<file path="src/rtl/rv_pipe_pkg.sv">
// rv_pipe_pkg: shared pipeline slot type and forwarding-select
// encodings for the ID-stage forwarding/hazard control.
package rv_pipe_pkg;

  localparam int REG_AW = 5;

  localparam logic [1:0] FWD_RF    = 2'b00;
  localparam logic [1:0] FWD_IDEX  = 2'b01;
  localparam logic [1:0] FWD_EXMEM = 2'b10;
  localparam logic [1:0] FWD_MEMWB = 2'b11;

  typedef struct packed {
    logic              valid;
    logic [REG_AW-1:0] rd;
    logic              reg_write;
    logic              mem_read;
    logic              cgra;
  } slot_t;

  // A slot forwards only if it really writes a non-x0 register.
  function automatic logic writes_reg(
    input slot_t             s,
    input logic [REG_AW-1:0] r
  );
    return s.valid & s.reg_write &
           (s.rd != '0) & (s.rd == r);
  endfunction

endpackage

</file>
<file path="src/rtl/fwd_hazard_ctrl_if.sv">
// fwd_hazard_ctrl_if: ID-stage operand info in, forwarding
// selects, stall and stall count out.
interface fwd_hazard_ctrl_if #(
  parameter int REG_AW = 5,
  parameter int CNT_W  = 32
);
  logic              id_valid_i;
  logic [REG_AW-1:0] id_rs1_i;
  logic [REG_AW-1:0] id_rs2_i;
  logic              id_use_rs1_i;
  logic              id_use_rs2_i;
  logic [REG_AW-1:0] id_rd_i;
  logic              id_reg_write_i;
  logic              id_mem_read_i;
  logic              id_cgra_i;
  logic              cgra_done_i;
  logic              flush_i;
  logic              mem_stall_i;
  logic [1:0]        fwd_a_o;
  logic [1:0]        fwd_b_o;
  logic              stall_o;
  logic [CNT_W-1:0]  stall_cnt_o;

  modport master (
    output id_valid_i, id_rs1_i, id_rs2_i,
    output id_use_rs1_i, id_use_rs2_i,
    output id_rd_i, id_reg_write_i,
    output id_mem_read_i, id_cgra_i,
    output cgra_done_i, flush_i, mem_stall_i,
    input  fwd_a_o, fwd_b_o, stall_o,
    input  stall_cnt_o
  );

  modport slave (
    input  id_valid_i, id_rs1_i, id_rs2_i,
    input  id_use_rs1_i, id_use_rs2_i,
    input  id_rd_i, id_reg_write_i,
    input  id_mem_read_i, id_cgra_i,
    input  cgra_done_i, flush_i, mem_stall_i,
    output fwd_a_o, fwd_b_o, stall_o,
    output stall_cnt_o
  );

endinterface

</file>
<file path="src/rtl/fwd_hazard_ctrl_sel.sv">
// fwd_sel: one operand's forwarding select and load-use match
// against the EX/MEM/WB shadow slots.
module fwd_sel
  import rv_pipe_pkg::*;
(
  input  logic              use_i,
  input  logic [REG_AW-1:0] rs_i,
  input  slot_t             ex_i,
  input  slot_t             mem_i,
  input  slot_t             wb_i,
  output logic [1:0]        sel_o,
  output logic              load_hit_o
);

  logic rs_live;
  logic ex_hit;
  logic mem_hit;
  logic wb_hit;
  logic unused_fields;

  assign unused_fields = ^{ex_i.cgra, mem_i.cgra,
                           wb_i.cgra, wb_i.mem_read};

  // Youngest matching writer wins; a load in EX or MEM blocks.
  always_comb begin
    rs_live = use_i & (rs_i != '0);
    ex_hit  = rs_live & writes_reg(ex_i, rs_i);
    mem_hit = rs_live & writes_reg(mem_i, rs_i);
    wb_hit  = rs_live & writes_reg(wb_i, rs_i);
    load_hit_o = (ex_hit & ex_i.mem_read) |
                 (mem_hit & mem_i.mem_read);
    sel_o = FWD_RF;
    priority case (1'b1)
      ex_hit:  sel_o = FWD_IDEX;
      mem_hit: sel_o = FWD_EXMEM;
      wb_hit:  sel_o = FWD_MEMWB;
      default: sel_o = FWD_RF;
    endcase
  end

endmodule

</file>
<file path="src/rtl/fwd_hazard_ctrl.sv">
// fwd_hazard_ctrl: forwarding selects, load-use / CGRA-busy
// stall, bubble injection and saturating stall counter.
module fwd_hazard_ctrl #(
  parameter int REG_AW = 5,
  parameter int CNT_W  = 32
) (
  input logic              clk_i,
  input logic              rst_n_i,
  fwd_hazard_ctrl_if.slave bus
);
  import rv_pipe_pkg::slot_t;

  slot_t            ex_q, ex_d;
  slot_t            mem_q, mem_d;
  slot_t            wb_q, wb_d;
  slot_t            id_slot;
  logic [CNT_W-1:0] cnt_q, cnt_d;
  logic [REG_AW-1:0] id_rd;
  logic [1:0]       sel_a, sel_b;
  logic             hit_a, hit_b;
  logic             cgra_busy;
  logic             hazard;
  logic             stall;

  assign id_rd = bus.id_rd_i;

  fwd_sel u_sel_a (
    .use_i      (bus.id_use_rs1_i),
    .rs_i       (bus.id_rs1_i),
    .ex_i       (ex_q),
    .mem_i      (mem_q),
    .wb_i       (wb_q),
    .sel_o      (sel_a),
    .load_hit_o (hit_a)
  );

  fwd_sel u_sel_b (
    .use_i      (bus.id_use_rs2_i),
    .rs_i       (bus.id_rs2_i),
    .ex_i       (ex_q),
    .mem_i      (mem_q),
    .wb_i       (wb_q),
    .sel_o      (sel_b),
    .load_hit_o (hit_b)
  );

  // Hazard detection and output drive, same cycle as ID.
  always_comb begin
    cgra_busy = ex_q.valid & ex_q.cgra &
                ~bus.cgra_done_i;
    hazard = bus.id_valid_i &
             (hit_a | hit_b | cgra_busy);
    stall  = hazard | bus.mem_stall_i;
    bus.fwd_a_o     = sel_a;
    bus.fwd_b_o     = sel_b;
    bus.stall_o     = stall;
    bus.stall_cnt_o = cnt_q;
  end

  // Slot advance. A busy CGRA op holds EX even with no
  // valid ID instruction, so it never leaves EX undone.
  always_comb begin
    id_slot.valid     = bus.id_valid_i & ~bus.flush_i;
    id_slot.rd        = id_rd;
    id_slot.reg_write = bus.id_reg_write_i;
    id_slot.mem_read  = bus.id_mem_read_i;
    id_slot.cgra      = bus.id_cgra_i;
    ex_d  = ex_q;
    mem_d = mem_q;
    wb_d  = wb_q;
    priority case (1'b1)
      bus.mem_stall_i: ;
      cgra_busy: begin
        mem_d = '0;
        wb_d  = mem_q;
      end
      hazard: begin
        ex_d  = '0;
        mem_d = ex_q;
        wb_d  = mem_q;
      end
      default: begin
        ex_d  = id_slot;
        mem_d = ex_q;
        wb_d  = mem_q;
      end
    endcase
  end

  // Stall counter sticks at all-ones.
  always_comb begin
    cnt_d = cnt_q;
    if (stall && !(&cnt_q))
      cnt_d = cnt_q + CNT_W'(1);
  end

  // Slot and counter registers.
  always_ff @(posedge clk_i or negedge rst_n_i) begin
    if (!rst_n_i) begin
      ex_q  <= '0;
      mem_q <= '0;
      wb_q  <= '0;
      cnt_q <= '0;
    end else begin
      ex_q  <= ex_d;
      mem_q <= mem_d;
      wb_q  <= wb_d;
      cnt_q <= cnt_d;
    end
  end

endmodule

</file>
<file path="src/flat_wrapper.sv">
// flat-port wrapper written by rule: the top's interface ports become plain ports
module fwd_hazard_ctrl_flat import rv_pipe_pkg::slot_t;
#(
  parameter int REG_AW = 5,
  parameter int CNT_W  = 32
)
  (clk_i, rst_n_i, bus_id_valid_i, bus_id_rs1_i, bus_id_rs2_i, bus_id_use_rs1_i, bus_id_use_rs2_i, bus_id_rd_i, bus_id_reg_write_i, bus_id_mem_read_i, bus_id_cgra_i, bus_cgra_done_i, bus_flush_i, bus_mem_stall_i, bus_fwd_a_o, bus_fwd_b_o, bus_stall_o, bus_stall_cnt_o);
  fwd_hazard_ctrl_if #(.REG_AW(REG_AW), .CNT_W(CNT_W)) bus_i ();
  input logic clk_i;
  input logic rst_n_i;
  input wire logic [$bits(bus_i.id_valid_i)-1:0] bus_id_valid_i;
  input wire logic [$bits(bus_i.id_rs1_i)-1:0] bus_id_rs1_i;
  input wire logic [$bits(bus_i.id_rs2_i)-1:0] bus_id_rs2_i;
  input wire logic [$bits(bus_i.id_use_rs1_i)-1:0] bus_id_use_rs1_i;
  input wire logic [$bits(bus_i.id_use_rs2_i)-1:0] bus_id_use_rs2_i;
  input wire logic [$bits(bus_i.id_rd_i)-1:0] bus_id_rd_i;
  input wire logic [$bits(bus_i.id_reg_write_i)-1:0] bus_id_reg_write_i;
  input wire logic [$bits(bus_i.id_mem_read_i)-1:0] bus_id_mem_read_i;
  input wire logic [$bits(bus_i.id_cgra_i)-1:0] bus_id_cgra_i;
  input wire logic [$bits(bus_i.cgra_done_i)-1:0] bus_cgra_done_i;
  input wire logic [$bits(bus_i.flush_i)-1:0] bus_flush_i;
  input wire logic [$bits(bus_i.mem_stall_i)-1:0] bus_mem_stall_i;
  output wire logic [$bits(bus_i.fwd_a_o)-1:0] bus_fwd_a_o;
  output wire logic [$bits(bus_i.fwd_b_o)-1:0] bus_fwd_b_o;
  output wire logic [$bits(bus_i.stall_o)-1:0] bus_stall_o;
  output wire logic [$bits(bus_i.stall_cnt_o)-1:0] bus_stall_cnt_o;
  assign bus_i.id_valid_i = bus_id_valid_i;
  assign bus_i.id_rs1_i = bus_id_rs1_i;
  assign bus_i.id_rs2_i = bus_id_rs2_i;
  assign bus_i.id_use_rs1_i = bus_id_use_rs1_i;
  assign bus_i.id_use_rs2_i = bus_id_use_rs2_i;
  assign bus_i.id_rd_i = bus_id_rd_i;
  assign bus_i.id_reg_write_i = bus_id_reg_write_i;
  assign bus_i.id_mem_read_i = bus_id_mem_read_i;
  assign bus_i.id_cgra_i = bus_id_cgra_i;
  assign bus_i.cgra_done_i = bus_cgra_done_i;
  assign bus_i.flush_i = bus_flush_i;
  assign bus_i.mem_stall_i = bus_mem_stall_i;
  assign bus_fwd_a_o = bus_i.fwd_a_o;
  assign bus_fwd_b_o = bus_i.fwd_b_o;
  assign bus_stall_o = bus_i.stall_o;
  assign bus_stall_cnt_o = bus_i.stall_cnt_o;
  fwd_hazard_ctrl #(.REG_AW(REG_AW), .CNT_W(CNT_W)) u_core (.clk_i(clk_i), .rst_n_i(rst_n_i), .bus(bus_i));
endmodule
</file>
<file path="config.mk">
export PLATFORM = sky130hd
export DESIGN_NAME = fwd_hazard_ctrl_flat
export DESIGN_NICKNAME = d
export VERILOG_FILES = /design/src/rtl/rv_pipe_pkg.sv /design/src/rtl/fwd_hazard_ctrl_if.sv /design/src/rtl/fwd_hazard_ctrl_sel.sv /design/src/rtl/fwd_hazard_ctrl.sv /design/src/flat_wrapper.sv
export SDC_FILE = /design/constraint.sdc
export NUM_CORES = 1
export LEC_CHECK = 0
export BUFFER_PORTS_ARGS = -buffer_cell sky130_fd_sc_hd__buf_2
export CORE_ASPECT_RATIO = 0.6
export CORE_MARGIN = 2
export CORE_UTILIZATION = 57
export CTS_BUF_LIST = sky130_fd_sc_hd__clkbuf_8
export CTS_CLUSTER_DIAMETER = 120
export CTS_CLUSTER_SIZE = 28
export DETAILED_ROUTE_END_ITERATION = 8
export PLACE_DENSITY = 0.82
export SETUP_SLACK_MARGIN = 0.3
export SLEW_MARGIN = 20
export SYNTH_ARGS = -nofsm -noshare
export SYNTH_HDL_FRONTEND = slang
export SYNTH_SLANG_ARGS = --single-unit
export TNS_END_PERCENT = 10
</file>
<file path="constraint.sdc">
create_clock -name clk_i -period 3.1 [get_ports clk_i]
set_input_delay 0.62 -clock clk_i [delete_from_list [all_inputs] [get_ports clk_i]]
set_output_delay 0.62 -clock clk_i [all_outputs]
set_load 0.05 [all_outputs]
</file>
### Word level (Yosys, flattened, before mapping)

Index checks and enable logic that the tools add are counted.

* bits in registers: 56
* input bits: 26
* output and inout bits: 37

* add/sub/neg operators: 1
* equal/unequal tests: 6
* multiplexer cells: 8
* bitwise gates (word level): 37
* reductions and logical operators: 9

Operator list (number)
* $add 32x1->32 const B: 1
* $reduce_and 32->1: 1
* $eq 5x5->1: 6
* $and 1x1->1: 28
* $reduce_bool 5->1: 5
* $mux 9: 2
* $mux 2: 6
* $or 1x1->1: 5
* $not 1->1: 4
* $reduce_and 2->1: 1
* $logic_and 1x1->1: 1
* $logic_not 1->1: 1

### Longest topological paths before layout

Gate-level depths: netlist of run 1.

* word-level depth: 11
* gate-level depth with buffers: 10

### Hierarchy

From an unflattened synthesis of run 1, not the netlist that was laid out.

* cell total of the unflattened synthesis: 296
* area, all modules: 3223.1 um^2

Modules (own cells, without submodules)
* fwd_hazard_ctrl: times used 1, cells each 220, area an instance 2612.5 um^2
* fwd_sel: times used 2, cells each 38, area an instance 305.3 um^2

### Worst setup path after synthesis of run 1

OpenSTA, ideal clock, no wires.

* kind: input-to-output
* start: in bus_id_rs2_i[1]
* end: out bus_stall_o
* arrival: 2.327 ns
* required time: 2.480 ns
* path slack: 0.153 ns
* stages: 7
* path buffers: 1
* cells stage by stage: or4_1 -> o21ai_2 -> nor4_2 -> a211oi_2 -> a21boi_2 -> clkbuf_1 -> or2_2

* word-level cells in the longest chain between the ends: 9
* elaborated cells between the ends (all ways): 15

Ends and longest elaborated chain
* from (decl): line flat_wrapper.sv:13 `input wire logic [$bits(bus_i.id_rs2_i)-1:0] bus_id_rs2_i;`
* $eq 5x5->1 or $reduce_bool 5->1 (tied branches): line rv_pipe_pkg.sv:26, fwd_hazard_ctrl_sel.sv:26
* $and 1x1->1, on equally long branches: line rv_pipe_pkg.sv:26, fwd_hazard_ctrl_sel.sv:26
* $and 1x1->1, on equally long branches: line fwd_hazard_ctrl_sel.sv:27, fwd_hazard_ctrl_sel.sv:28
* $and 1x1->1, on equally long branches: line fwd_hazard_ctrl_sel.sv:30, fwd_hazard_ctrl_sel.sv:31
* $or 1x1->1 *: line fwd_hazard_ctrl_sel.sv:30 `load_hit_o = (ex_hit & ex_i.mem_read) |`
* $or 1x1->1 * (2 in series): line fwd_hazard_ctrl.sv:52 `(hit_a | hit_b | cgra_busy);`
* $and 1x1->1 *: line fwd_hazard_ctrl.sv:51 `hazard = bus.id_valid_i &`
* $or 1x1->1 *: line fwd_hazard_ctrl.sv:53 `stall = hazard | bus.mem_stall_i;`
* to (decl): line flat_wrapper.sv:25 `output wire logic [$bits(bus_i.stall_o)-1:0] bus_stall_o;`

Every way passes the cells marked *; elsewhere a longest branch is shown, timed or not.

### Final worst setup path of run 1

* start: in bus_id_rs1_i[1]
* end: out bus_stall_o

* word-level cells in the longest chain between the ends: 9
* elaborated cells between the ends (all ways): 15

Ends and longest elaborated chain
* from (decl): line flat_wrapper.sv:12 `input wire logic [$bits(bus_i.id_rs1_i)-1:0] bus_id_rs1_i;`
* $eq 5x5->1 or $reduce_bool 5->1 (tied branches): line rv_pipe_pkg.sv:26, fwd_hazard_ctrl_sel.sv:26
* $and 1x1->1, on equally long branches: line rv_pipe_pkg.sv:26, fwd_hazard_ctrl_sel.sv:26
* $and 1x1->1, on equally long branches: line fwd_hazard_ctrl_sel.sv:27, fwd_hazard_ctrl_sel.sv:28
* $and 1x1->1, on equally long branches: line fwd_hazard_ctrl_sel.sv:30, fwd_hazard_ctrl_sel.sv:31
* $or 1x1->1 *: line fwd_hazard_ctrl_sel.sv:30
* $or 1x1->1 * (2 in series): line fwd_hazard_ctrl.sv:52
* $and 1x1->1 *: line fwd_hazard_ctrl.sv:51
* $or 1x1->1 *: line fwd_hazard_ctrl.sv:53

Marks and branches as above.

==> results.md, run 1 <==
- Row cnt: 20
- Clk_lat worst skew: 0.30 ns
- Slowest cell on the critical path: or4_4
- Gate Count Post-Synth: 299
- CTS sink cnt: 56
- Top post-synthesis cells by area: dfrtp_1 44%, xnor2_1 16%, o2111ai_1 4.7%
- HP Class: primary input to asynchronous set/reset pin
- Syn_area_per_cell: 10.5 µm²
- Setup Viol. Count Final: 0
- CP cell instances: buf_2, or4_4, o21ai_4, nor4_1, a211oi_2, a21boi_4, or2_4, buf_8
- Nets: 415
- Fin crit period: 3.07 ns
- Max cap viols: 0
- Starting Density: 60.6%
- CP Capture Type: output port
- Initial drt markers: 319
- Final hold violation count: 0
- CTS tree: yes
- Cell Count, Final, Fillers Out: 455
- Port Buf Inserts: 62
- Post-synth EDFFs: 0
- Setup tns final: 0 ns
- Synth Net Count: 326
- Top sig layer: met4
- Most instantiated cells after synthesis: 58 x xnor2_1, 56 x dfrtp_1, 27 x nand2_1
- Max FO, Critical Path: 5
- Slew HR: 54.2%
- CP arrival: 2.45 ns
- Post-synthesis sequential area ratio: 44.4%
- CTS Root Buffer Type: clkbuf_8
- Synth top area share: 44.4%
- WS Path Type: primary input to output port
- Drt pass-1 iters: 5
- Synthesized cell area: 3150 µm²
- Post-Route WL: 8840 µm
- Largest net degree at the start of global routing: 57
- Tot Pwr: 2040 µW
- Remaining global-route overflow: 0
- Clock tree buffer depth: 2
- Multi-input gate area: 1790 µm²
- Worst-Margin Slew: 0.687 ns
- Fin. max-slew vios: 0
- Synth area leader: dfrtp_1
- DR WL/cell: 19.4 µm
- Sequential cell area: 1410 µm²
- Wire length on met1: 3990 µm
- PD cells: 507 nW/µm²
- DP HPWL: 5520 µm
- Die area: 6160 µm²
- YS warnings: 0
- Antenna violations before repair: 0
- Fraction of registers with async set/reset: 100%
- CTS H-tree lvls: 2
- Placed cells: 425
- Core box area: 5200 µm²
- Reg-to-reg slack, setup: 0.05 ns
- Area delta synth->final: 27.5%
- Worst Setup Start Kind: primary input
- Top_reg_cell synth: dfrtp_1
- Final Skew: 0.00455 ns
- Final worst slack: 0.0253 ns
- Required time of the critical path: 2.48 ns
- Post-place setup slack: 0.0445 ns
- ANT nets after route: 0
- RSZ-0062 raised after global routing: true
- GRT Total Usage: 28.4%
- Met2 WL: 3980 µm
- Ports: 63
- First-pass GRT wire length: 13300 µm
- Yosys reg bits: 56
- Fraction of layout cells with a size suffix above 1: 38.0%
- Outcome: complete, no violations
- Routed met3 length: 720 µm
- Fillers: 341
- Post-route DRC: 0
- CP peak stage delay: 0.54 ns
- Max IR drop VDD: 0.674 mV
- CTS Buf Count: 5
- Die H: 61.6 µm
- Achievable Freq: 325 MHz
- Ant. Diodes: 0
- Count leader, synth: xnor2_1
- GP Congestion: 0.972
- Vias in the first global route: 2553
- Hold WS: 0.426 ns
- Synth cell types: 36
- Clock transition at path regs: 0.09 ns
- LEAKAGE: 0.00181 µW
- Routed vias/inst: 6.16
- DR vias: 2802
- Final worst path period share: 99.2%
- Die width: 100 µm
[power breakdown]
part           internal [µW]  total, µW  switching [µW]
registers                816        931             115
clock network            285        514             229
logic                    217        596             378
total                   1320       2040             722
[registers in the layout, indices dropped and copies added, names as in the netlist]
| register | count |
|---|---|
| u_core.bus.stall_cnt_o | 32 |
| u_core.ex_q | 9 |
| u_core.mem_q | 8 |
| u_core.wb_q | 7 |
[cells by family after synthesis]
kind of cell | count (synthesis) | synth area share [%]
AND/OR/NAND/NOR | 96 | 16.6
XOR/XNOR | 61 | 16.9
AO/OA/AOI/OAI | 59 | 16.0
flip-flops | 56 | 44.4
buffers and inverters | 18 | 2.74
multiplexers | 8 | 2.86
adder cells (fa/ha/maj) | 1 | 0.397
[path summary, 6_finish.rpt]
check                                                start                                endpoint  cells past startpoint
worst max register to register  u_core.ex_q[5]$_DFFE_PN0P_              u_core.ex_q[8]$_DFFE_PN0P_                     18
worst min register to register  u_core.ex_q[0]$_DFFE_PN0P_              u_core.ex_q[0]$_DFFE_PN0P_                      2
worst max-delay path                       bus_id_rs1_i[1]                             bus_stall_o                      8
min in group clk_i              u_core.ex_q[0]$_DFFE_PN0P_              u_core.ex_q[0]$_DFFE_PN0P_                      2
max in group asynchronous                          rst_n_i             u_core.mem_q[4]$_DFFE_PN0N_                      2
worst min-delay path                               rst_n_i  u_core.bus.stall_cnt_o[11]$_DFFE_PN0P_                      2
[metal layers]
layer,GRT usage (%),vias up
met4,5.48,0
met2,43.6,153
li1,-,1271
met5,0,-
met3,5.45,24
met1,42.9,1354
[final cells by class]
| cell class | count | share of cell area (%) |
|---|---|---|
| multi-input cells | 225 | 44.4 |
| flip-flops and latches | 56 | 35.0 |
| repair buffers | 99 | 15.3 |
| clock buffers | 7 | 2.40 |
| well taps | 66 | 2.05 |
| clock inverters | 1 | 0.747 |
| inverters | 1 | 0.0933 |
[cell usage in the layout, fill, tap and decap left out, drive strengths merged, types with 2 or more instances in the layout]
cell and instances:
nand2 27, dfrtp 56, and3 19, and2 5
nor3 4, nand4 2, nor4 6, o21ai 15
o2111ai 17, a21o 2, nor2b 2, a22o 8
nand3 11, or4 7, xor2 3, o211ai 14
mux2 8, clkbuf 7, xnor2 58, and4 3
or2 2, nor2 6, buf 99
[critical path: cells and delay by family]
family | cells | cell delay [ns]
AND/OR/NAND/NOR | 3 | 0.90
AO/OA/AOI/OAI | 3 | 0.67
buffers and inverters | 2 | 0.26
[timing repair]
item,in CTS,in global routing
gates resized for setup,11,20
buffers inserted,19,3
pin swaps,9,9
setup endpoints to repair,3,30
hold buffers,0,0
[stage by stage]
step	cell area (µm²)	utilization, %
after global placement	3590	69.0
after global routing	4020	77.3
final	4020	77.3
after detailed placement	3590	69.0
after CTS	3900	75.0
after floorplan	3160	-
(Power assumes the default switching activity.)
==> run 2: changes to the inputs <==
clock period = 2.9 ns   (was 3.1 ns; I/O delays follow)
==> run 2 against run 1 <==
Compared with the run above:
- the run now ends with setup timing left
- design area up 2.3%
- power up 6.3%
- count of clock-buffer cells in the layout down 2
- routed wire length down 1.3%
- clock power down 2%
- first-iteration DRC count down 40%
- register-to-register slack better by 0.27 ns
- global-route usage up 0.57 points
- core utilization up 1.8 points
==> results.md, run 2 (synthesis gave the netlist of run 1 again) <==
- CP peak stage delay: 0.57 ns
- Final worst path period share: 101%
- Cell Count, Final, Fillers Out: 455
- LEAKAGE: 0.00181 µW
- Max FO, Critical Path: 3
- Slew HR: 59.9%
- CP arrival: 2.36 ns
- Comb power frac: 31.0%
- Required time of the critical path: 2.32 ns
- CTS sink cnt: 56
- Die width: 100 µm
- CTS H-tree lvls: 2
- Drt pass-1 iters: 4
- GRT Total Usage: 29.0%
- DR WL/cell: 19.2 µm
- Fin. max-slew vios: 0
- PD cells: 527 nW/µm²
- Placed cells: 439
- Clock tree buffer depth: 2
- Area delta synth->final: 30.5%
- Max reg flops: 32
- DR vias: 2810
- Hold_buf cts: 0
- CP Capture Type: output port
- Fillers: 309
- Clock Power Share: 23.3%
- CTS Buf Count: 5
- HP Class: primary input to asynchronous set/reset pin
- Worst Setup Start Kind: flop
- CTS tree: yes
- Nets: 415
- First-pass GRT wire length: 13600 µm
- Worst R2R End: u_core.bus.stall_cnt_o[29]$_DFFE_PN0P_
- Starting Density: 60.6%
- Slowest cell on the critical path: or4_1
- DP HPWL: 5830 µm
- Initial drt markers: 192
- Net Sw Frac: 36.4%
- GP Congestion: 0.914
- Largest net degree at the start of global routing: 39
- CP cell instances: or4_1, o211ai_4, nor4_1, a211oi_2, a21boi_4, or2_4, buf_8
- Ant. Diodes: 0
- Max cap viols: 0
- Worst Reg-to-Reg Cells: 12
- Setup tns final: -0.0424 ns
- CTS Root Buffer Type: clkbuf_8
- Antenna violations before repair: 0
- Fraction of layout cells with a size suffix above 1: 40.9%
- Violated checks: setup timing
- Clock transition at path regs: 0.10 ns
- Final hold violation count: 0
- Sequential cell area: 1400 µm²
- Internal power: 1380 µW
- Port Buf Inserts: 62
- Sequential share of power: 45.7%
- Vias in the first global route: 2633
- Post-route DRC: 0
- Clk_lat worst skew: 0.31 ns
- Core box area: 5200 µm²
- Remaining global-route overflow: 0
- Row cnt: 20
- Most frequent cells in the layout: 57 x xnor2_1, 57 x buf_2, 56 x dfrtp_1
- Post-Route WL: 8730 µm
- Final Skew: 0.00660 ns
- Multi-input gate area: 1860 µm²
- WS Path Type: flop to output port
- RSZ-0062 raised after global routing: true
- ANT nets after route: 0
- Achievable Freq: 340 MHz
- Reg-to-reg slack, setup: 0.32 ns
- RR Startpoint: u_core.mem_q[4]$_DFFE_PN0N_
- Routed vias/inst: 6.18
- Max IR drop VDD: 0.578 mV
- Fin crit period: 2.94 ns
- Die H: 61.6 µm
- Setup Viol. Count Final: 1
- Ports: 63
- Worst-Margin Slew: 0.602 ns
- Outcome: finished with violations
- Die area: 6160 µm²
- Final worst slack: -0.0424 ns
- Psw: 790 µW
## run 2: through the flow
stage	area (µm²)	setup slack, ns	hold WS [ns]	total power [µW]	util [%]
3_3_place_gp	3690	-0.0504	0.465	1580	71.0
3_5_place_dp	3690	-0.0666	0.470	1600	71.0
6_report	4110	-0.0424	0.209	2170	79.0
4_1_cts	4000	-0.0878	0.226	2120	76.8
5_1_grt	4110	-0.101	0.240	2260	79.0
2_1_floorplan	3160	0.152	0.284	1390	-
## run 2: power groups by stage
stage	Sequential, µW	Clock (µW)	Combinational (µW)
6_report	992	505	673
3_5_place_dp	991	0	608
3_3_place_gp	987	0	594
5_1_grt	1000	547	709
4_1_cts	980	507	635
2_1_floorplan	1130	0	260
## run 2: worst max-delay path by stage
stage | endpoint | slack (ns) | start
2_1_floorplan | bus_stall_o | 0.15 | bus_id_rs2_i[1]
3_3_place_gp | bus_stall_o | -0.05 | bus_id_rs1_i[1]
3_5_place_dp | bus_stall_o | -0.07 | bus_id_rs1_i[1]
4_1_cts | bus_stall_o | -0.09 | u_core.mem_q[7]$_DFFE_PN0N_
5_1_grt | bus_stall_o | -0.10 | u_core.mem_q[7]$_DFFE_PN0N_
6_report | bus_stall_o | -0.04 | u_core.mem_q[7]$_DFFE_PN0N_
## run 2: cell type report
cell class / count / area share, %
flip-flops and latches: 56 / 34.1
multi-input cells: 225 / 45.3
clock inverters: 3 / 0.943
repair buffers: 99 / 15.9
inverters: 1 / 0.0912
well taps: 66 / 2.01
clock buffers: 5 / 1.67
## run 2: metal layers
metal | track usage [%] | wire, µm
met2 | 45.4 | 3890
met4 | 7.05 | 148
met3 | 6.24 | 827
met1 | 42.2 | 3860
met5 | 0 | 0
## run 2: timing repair
action / in CTS / in global routing
pin swaps: 19 / 11
setup endpoints to repair: 10 / 37
gates resized for setup: 34 / 20
buffers inserted: 5 / 3
## run 2: worst max-delay path: cells and delay by family (launching register included)
family / cells / cell delay [ns]
flip-flops: 1 / 0.39
buffers and inverters: 1 / 0.15
AND/OR/NAND/NOR: 3 / 0.92
AO/OA/AOI/OAI: 3 / 0.60
